File: src/rtl/sw_debounce_pkg.sv
// sw_debounce_pkg -- shared definitions for the switch debouncer.
//   SW_N          : default number of switch bits (cpu board SW[9:0])
//   SW_DB_CYCLES  : default persistence, in clocks, before a new level is accepted
//   db_state_e    : per-bit debounce FSM state
package sw_debounce_pkg;

  localparam int unsigned SW_N         = 10;
  localparam int unsigned SW_DB_CYCLES = 16;

  typedef enum logic {
    STABLE  = 1'b0,  // synchronized input agrees with debounced output
    PENDING = 1'b1   // synchronized input differs; persistence being counted
  } db_state_e;

endpackage

File: src/rtl/sw_debounce_bit.sv
// sw_debounce_bit -- debouncer for a single switch bit.
//   i_clk      : rising-edge system clock
//   i_n_reset  : asynchronous active-low reset
//   i_sw_raw   : raw asynchronous switch level
//   o_sw_db    : debounced level, updated after DB_CYCLES consecutive mismatches
//   o_rise     : one-cycle pulse on an accepted 0->1 change
//   o_fall     : one-cycle pulse on an accepted 1->0 change
module sw_debounce_bit
  import sw_debounce_pkg::*;
#(
  parameter int unsigned DB_CYCLES = SW_DB_CYCLES,
  parameter logic        RESET_VAL = 1'b0
) (
  input  logic i_clk,
  input  logic i_n_reset,
  input  logic i_sw_raw,
  output logic o_sw_db,
  output logic o_rise,
  output logic o_fall
);

  localparam int unsigned   CW   = $clog2(DB_CYCLES);
  localparam logic [CW-1:0] LAST = CW'(DB_CYCLES - 1);

  logic          r_sync1;
  logic          r_sync2;
  db_state_e     r_state;
  logic [CW-1:0] r_cnt;
  logic          r_db;
  logic          r_rise;
  logic          r_fall;

  logic          w_diff;
  db_state_e     w_state_nxt;
  logic [CW-1:0] w_cnt_nxt;
  logic          w_accept;
  logic          w_db_nxt;
  logic          w_rise_nxt;
  logic          w_fall_nxt;

  assign w_diff = (r_sync2 != r_db);

  // State register, synchronizer and registered outputs.
  always_ff @(posedge i_clk or negedge i_n_reset) begin
    if (!i_n_reset) begin
      r_sync1 <= RESET_VAL;
      r_sync2 <= RESET_VAL;
      r_state <= STABLE;
      r_cnt   <= '0;
      r_db    <= RESET_VAL;
      r_rise  <= 1'b0;
      r_fall  <= 1'b0;
    end else begin
      r_sync1 <= i_sw_raw;
      r_sync2 <= r_sync1;
      r_state <= w_state_nxt;
      r_cnt   <= w_cnt_nxt;
      r_db    <= w_db_nxt;
      r_rise  <= w_rise_nxt;
      r_fall  <= w_fall_nxt;
    end
  end

  // Next-state: the counter only ever reaches LAST while the mismatch persists,
  // and the accepting edge clears it, so it cannot wrap.
  always_comb begin
    w_state_nxt = r_state;
    w_cnt_nxt   = r_cnt;
    w_accept    = 1'b0;
    unique case (r_state)
      STABLE: begin
        if (w_diff) begin
          w_state_nxt = PENDING;
          w_cnt_nxt   = r_cnt + CW'(1);
        end
      end
      PENDING: begin
        if (!w_diff) begin
          w_state_nxt = STABLE;
          w_cnt_nxt   = '0;
        end else if (r_cnt == LAST) begin
          w_state_nxt = STABLE;
          w_cnt_nxt   = '0;
          w_accept    = 1'b1;
        end else begin
          w_cnt_nxt   = r_cnt + CW'(1);
        end
      end
    endcase
  end

  // Outputs: pulses are registered on the same edge that loads the new level.
  always_comb begin
    w_db_nxt   = w_accept ? r_sync2 : r_db;
    w_rise_nxt = w_accept &  r_sync2;
    w_fall_nxt = w_accept & ~r_sync2;
  end

  assign o_sw_db = r_db;
  assign o_rise  = r_rise;
  assign o_fall  = r_fall;

endmodule

File: src/rtl/sw_debounce.sv
// sw_debounce -- N-bit switch debouncer for the cpu board SW inputs.
//   clk        : rising-edge system clock
//   n_reset    : asynchronous active-low reset
//   sw_raw     : raw, asynchronous, bouncing switch levels
//   sw_db      : debounced, clk-synchronous switch levels (drives cpu SW)
//   rise       : per-bit one-cycle pulse on an accepted 0->1 change
//   fall       : per-bit one-cycle pulse on an accepted 1->0 change
//   sw_changed : one-cycle pulse, OR of all rise and fall bits
module sw_debounce
  import sw_debounce_pkg::*;
#(
  parameter int unsigned    N         = SW_N,
  parameter int unsigned    DB_CYCLES = SW_DB_CYCLES,
  parameter logic [N-1:0]   RESET_VAL = '0
) (
  input  logic         clk,
  input  logic         n_reset,
  input  logic [N-1:0] sw_raw,
  output logic [N-1:0] sw_db,
  output logic [N-1:0] rise,
  output logic [N-1:0] fall,
  output logic         sw_changed
);

  for (genvar g = 0; g < N; g++) begin : g_bit
    sw_debounce_bit #(
      .DB_CYCLES (DB_CYCLES),
      .RESET_VAL (RESET_VAL[g])
    ) u_bit (
      .i_clk     (clk),
      .i_n_reset (n_reset),
      .i_sw_raw  (sw_raw[g]),
      .o_sw_db   (sw_db[g]),
      .o_rise    (rise[g]),
      .o_fall    (fall[g])
    );
  end

  // rise/fall are registered, so this OR is a clean single-cycle pulse.
  assign sw_changed = |(rise | fall);

endmodule

File: config.mk
export PLATFORM = sky130hd
export DESIGN_NAME = sw_debounce
export DESIGN_NICKNAME = d
export VERILOG_FILES = /design/src/rtl/sw_debounce_pkg.sv /design/src/rtl/sw_debounce_bit.sv /design/src/rtl/sw_debounce.sv
export SDC_FILE = /design/constraint.sdc
export NUM_CORES = 1
export LEC_CHECK = 0
export CAP_MARGIN = 0
export CORE_UTILIZATION = 60
export CTS_CLUSTER_DIAMETER = 80
export CTS_CLUSTER_SIZE = 20
export DETAILED_ROUTE_END_ITERATION = 7
export DONT_BUFFER_PORTS = 1
export MAX_ROUTING_LAYER = met4
export PLACE_DENSITY = 0.86
export RECOVER_POWER = 100
export SLEW_MARGIN = 20
export SYNTH_ARGS = -nofsm -noshare
export SYNTH_HDL_FRONTEND = slang
export SYNTH_HIERARCHICAL = 1
export SYNTH_SLANG_ARGS = --single-unit
File: constraint.sdc
create_clock -name clk -period 1.5 [get_ports clk]
set_input_delay 0.3 -clock clk [delete_from_list [all_inputs] [get_ports clk]]
set_output_delay 0.3 -clock clk [all_outputs]
set_load 0.05 [all_outputs]
# Word level (Yosys, flattened, before mapping)
# Cells that the tools add are included.
[word_totals]
ff_bits = 100
input_bits = 12
output_inout_bits = 31
word_cells = 262
[classes]
n_addsub = 10
n_eq_ne = 30
n_mux = 110
bitwise_logic = 41
n_reduce_logical = 1
[op_table]
columns = ["cell", "count"]
rows = [
  ["$mux 4", 30],
  ["$pmux 4 s2", 10],
  ["$mux 1", 60],
  ["$add 4x1->4 const B", 10],
  ["$eq 4x4->1 const B", 10],
  ["$and 1x1->1", 20],
  ["$ne 2x1->1 const B", 10],
  ["$not 1->1", 20],
  ["$pmux 1 s2", 10],
  ["$ne 1x1->1", 10],
  ["$or 10x10->10", 1],
  ["$reduce_or 10->1", 1],
]

# Depth between registers and ports, before layout
[depth]
word_depth = 5
depth_mapped = 4

# Cells and area by module
# The synthesis kept the hierarchy.
[modules_own_cells]
columns = ["mod", "instances", "cells_each", "area_per_inst_um2", "seq_area_each_um2"]
rows = [
  ["sw_debounce_bit", 10, 31, 405.4, 250.2],
  ["sw_debounce", 1, 7, 42.5, 0.0],
]

# Worst setup path after synthesis
# OpenSTA, ideal clock, no wires.
[synth_path]
path_type = "reg2out"
start = "register g_bit[8].u_bit.r_rise"
end = "output sw_changed"
arrival_time_ns = 1.388
slack_ns = -0.188
path_stages_with_launch = 4
path_cell_list = "dfrtp_1 nor4_1 and3_1 nand3_1"
[synth_via]
elab_chain_len = 2
[synth_lines]
columns = ["item", "line_no", "text"]
rows = [
  ["start: declaration", "sw_debounce_bit.sv:30", "logic r_rise;"],
  ["start signal: assignment", "sw_debounce_bit.sv:59", "r_rise <= w_rise_nxt;"],
  ["$or 10x10->10", "sw_debounce.sv:40", "assign sw_changed = |(rise | fall);"],
  ["$reduce_or 10->1", "sw_debounce.sv:40", ""],
  ["end: declaration", "sw_debounce.sv:22", "output logic sw_changed"],
]
# No other way between the ends.

# Worst setup path after layout
[layout_path]
start = "register g_bit[9].u_bit.r_fall"
end = "output sw_changed"
[layout_via]
elab_chain_len = 2
[layout_lines]
columns = ["item", "line_no", "text"]
rows = [
  ["start: declaration", "sw_debounce_bit.sv:31", "logic r_fall;"],
  ["start signal: assignment", "sw_debounce_bit.sv:60", "r_fall <= w_fall_nxt;"],
  ["$or 10x10->10", "sw_debounce.sv:40", ""],
  ["$reduce_or 10->1", "sw_debounce.sv:40", ""],
]
# No other way between the ends.

==> impl_summary.md <==
Clock tree
The worst-skew pair later-pin latency is 0.36 ns. TritonCTS built the clock tree. The number of clock buffers added by TritonCTS is 9.

The clock tree synthesis step divided the H-tree into 3 levels. CTS saw 100 sinks. The post-CTS clock slew at the launch and capture registers of the worst setup and hold paths is 0.09 ns. The root buffer cell is sky130_fd_sc_hd__clkbuf_8. The number of hold buffers added after CTS was 10.

The clock passes through at most 2 buffers.

Timing
Setup total negative slack on the finished layout was measured at -0.2674 ns. The final-report hold violation count is 100. Clock skew on the completed layout was measured at 0.003935 ns. The highest clock rate is 567.2 MHz. Setup repair after global routing could not meet its margin everywhere. The actual transition at the worst max-transition pin is 0.4104 ns. Setup violations remaining at the end of the flow were counted as 2. The minimum clock period after layout is 1.763 ns. After layout, the worst setup slack is -0.2632 ns. Measured against its own limit, the worst slew margin works out to 72.55%. The final critical path takes up 117.5% of the cycle.

The tightest hold path in the finished design has a slack of -0.3746 ns. The final count of pins violating max slew came to 0.

Global routing
Entering global routing, the biggest net connects 101 pins. The initial antenna violation count came to 0. The first global-routing pass estimated around 12000 um of wire.

After global routing the overflow that remains totals 0. The via count of the first global-routing pass is 2780. Global routing used 22.77% of the available tracks.

Critical path
The worst setup path is launched from a flop. The count of cells along the worst register-to-register path is 4. The worst setup path is of the reg2out kind. STA puts the critical path data arrival time at about 1.5 ns. Along the worst path, the maximum fanout reaches 2. In this run the register-to-register setup slack is 0 ns.

The required time at the worst-slack endpoint is 1.20 ns. The reg-to-reg critical path startpoint is g_bit[5].u_bit/r_cnt[0]. The worst register-to-register path ends at g_bit[5].u_bit/r_cnt[1].

STA classifies the critical path endpoint as a primary output.

Floorplanning
The I/O pin count is 43. The floorplan step defined a die boundary enclosing ~7200 um2. The chip height is between 80 and 90 um.

The starting density of the core is 63.43%. The core region is 6459 um2. In this run the core area contains 29 standard-cell rows. The die is between 80 and 90 um wide.

Synth
The unique cell type count in the Yosys netlist is 19. After synthesis the cells add up to 4096 um2. The largest total area in the synthesized netlist belongs to sky130_fd_sc_hd__dfrtp_1. Synthesis produced around 320 cells. The area share of the largest cell type after synthesis is 61.09%. The post-synthesis sequential element count is 100. The net count after synthesis is about 340. For this run, the number of Yosys warnings is 6. The fraction of the yosys area taken by sequential cells is between 60% and 70%. The average cell area after synthesis is 12.92 um2. Ranked by total cell area, the synthesized netlist is headed by sky130_fd_sc_hd__dfrtp_1 61%, sky130_fd_sc_hd__nand3_1 3.8%, sky130_fd_sc_hd__mux2_4 3.7%.

Finish
The repair_antennas step left the layout with diodes totalling 0. The share of layout cells above drive strength 1 is 23.70%. Registers take 2510 um2.

Summing all multi-input logic gate instances after layout gives 1585 um2. The final layout net count is 401. Fill cells in the final layout number 416. The area growth from synthesis to layout is 16.31%.

Place
The weighted congestion reported at the end of routability-driven placement is 0.8070. The final HPWL from detailed placement is 4953 um. The pre-CTS setup slack is around 0.035 ns. The number of input and output port buffers inserted is 0.

Pwr
The power per cell area is between 1000 and 1500 nW/um2. Net switching is 31.06% of the power. The combinational power share is 21.6%. The leakage dissipation is 2.319 nW.

Internal power comes to 4.730 mW. The clock network burns between 20% and 30% of the power. The worst-case IR drop observed on VDD is 0.8056 mV. Of the total power, registers draw between 50 and 60%.

For this design the total switching power over the nets is 2.131 mW.

Route
The number of nets with antenna violations after routing is 0. The final layout contains routed wiring with a total length of about 7400 um. The via count of the routed design is 2728. In the final routed layout, each cell accounts on average for between 15 and 20 um. The DRC violation total after the first TritonRoute iteration is 148. The first detailed-routing pass ran for 8 iterations. After detailed routing, the number of remaining DRC violations is 4. Dividing the detail-routed via count by the number of cells gives 5.918.

Run status
The run finished, with violations left. The checks that failed: design-rule violations, negative hold slack, negative setup slack.

Job
Max-cap violations in this run came to 0.

Worst hold path
The type of the worst min-delay path is in2async.
==> cell families (layout without fill, tap and decap cells) <==
| family | Yosys count | count (layout) | share of synthesized area, % |
|---|---|---|---|
| AND/OR/NAND/NOR | 97 | 97 | 13.26 |
| buffers and inverters | 20 | 87 | 1.833 |
| multiplexers | 30 | 30 | 8.858 |
| AO/OA/AOI/OAI | 40 | 40 | 7.636 |
| flip-flops | 100 | 100 | 61.09 |
| adder cells (fa/ha/maj) | 10 | 10 | 3.054 |
| XOR/XNOR | 20 | 20 | 4.276 |
==> synthesized netlist by cell type <==
cell and number:
sky130_fd_sc_hd__nand2_1 20, sky130_fd_sc_hd__mux2i_1 10, sky130_fd_sc_hd__dfrtp_1 100, sky130_fd_sc_hd__mux2_4 10, sky130_fd_sc_hd__xnor2_1 10, sky130_fd_sc_hd__a31oi_1 10, sky130_fd_sc_hd__mux2_2 10, sky130_fd_sc_hd__nand4_1 10
sky130_fd_sc_hd__a32o_2 10, sky130_fd_sc_hd__o21ai_0 10, sky130_fd_sc_hd__nor3b_1 20, sky130_fd_sc_hd__and2_1 10, sky130_fd_sc_hd__xor2_1 10, sky130_fd_sc_hd__a41oi_1 10, sky130_fd_sc_hd__and3_1 1, sky130_fd_sc_hd__nor4_1 5
sky130_fd_sc_hd__inv_1 20, sky130_fd_sc_hd__ha_1 10, sky130_fd_sc_hd__nand3_1 31
==> routing by layer <==
| metal | up-vias | GRT usage (%) | part of all wire [%] |
|---|---|---|---|
| li1 | 1283 | - | - |
| met1 | 1360 | 27.38 | 43 |
| met2 | 69 | 37.99 | 51 |
| met3 | 16 | 4.621 | 3.6 |
| met4 | 0 | 8.937 | 2.3 |
| met5 | - | - | 0 |
==> what timing repair did <==
| item | CTS | global route |
|---|---|---|
| resized for setup | 1 | 9 |
| endpoints found under the setup margin | 1 | 4 |
| buffers inserted | 0 | 3 |
| pin swaps | 2 | 5 |
| endpoints found under the hold margin | 110 | 100 |
==> power groups by stage <==
stage,Clock [mW],Combinational (mW),Sequential (mW)
2_1_floorplan,0,1.07,3.80
3_3_place_gp,0,1.35,3.78
3_5_place_dp,0,1.45,3.83
4_1_cts,1.63,1.47,3.78
5_1_grt,1.74,1.66,3.86
6_report,1.59,1.48,3.79
==> placed cells by master (no fill, tap or decap), types with 12 or more instances in the layout <==
master and instances:
sky130_fd_sc_hd__inv_1 20, sky130_fd_sc_hd__clkbuf_2 22, sky130_fd_sc_hd__dfrtp_1 94, sky130_fd_sc_hd__clkbuf_8 12, sky130_fd_sc_hd__nor3b_1 20, sky130_fd_sc_hd__nand2_1 20
sky130_fd_sc_hd__nand3_1 30
==> flip-flops by register name, summed over array words and instances (netlist names) <==
| register | flops |
|---|---|
| g_bit.u_bit/o_sw_db | 10 |
| g_bit.u_bit/o_rise | 10 |
| g_bit.u_bit/r_sync2 | 10 |
| g_bit.u_bit/r_state | 10 |
| g_bit.u_bit/r_sync1 | 10 |
| g_bit.u_bit/o_fall | 10 |
| g_bit.u_bit/r_cnt | 40 |
==> how the worst max path moves through the flow <==
| stage | depth (start not counted) | to | startpoint |
|---|---|---|---|
| 2_1_floorplan | 2 | sw_changed | g_bit[0].u_bit/o_fall |
| 3_3_place_gp | 3 | sw_changed | g_bit[8].u_bit/o_rise |
| 3_5_place_dp | 4 | g_bit[5].u_bit/r_cnt[1] | g_bit[5].u_bit/r_cnt[1] |
| 4_1_cts | 3 | sw_changed | g_bit[9].u_bit/o_fall |
| 5_1_grt | 3 | sw_changed | g_bit[9].u_bit/o_fall |
| 6_report | 3 | sw_changed | g_bit[9].u_bit/o_fall |
==> through the flow <==
stage	cell area (um2)	util, %	cells	total power, mW
2_1_floorplan	4129	-	317	4.878
3_3_place_gp	4511	69.84	432	5.132
3_5_place_dp	4511	69.84	432	5.275
4_1_cts	4793	74.22	458	6.883
5_1_grt	4765	73.77	461	7.255
6_report	4765	73.77	461	6.861
==> final cells by class <==
| type | instances | area share (%) |
|---|---|---|
| sequential | 100 | 52.68 |
| inverter | 20 | 1.576 |
| tap | 77 | 2.022 |
| multi-input combinational | 197 | 33.27 |
| clock buffer | 15 | 3.703 |
| clock inverter | 1 | 0.1050 |
| timing repair buffer | 51 | 6.644 |
==> worst max-delay path: stages (launching register included) <==
cell	delay [ns]
sky130_fd_sc_hd__dfrtp_2	0.43
sky130_fd_sc_hd__nor4_4	0.26
sky130_fd_sc_hd__and3_4	0.25
sky130_fd_sc_hd__nand3_4	0.17
Note: power is estimated with default switching activity, not from simulation.
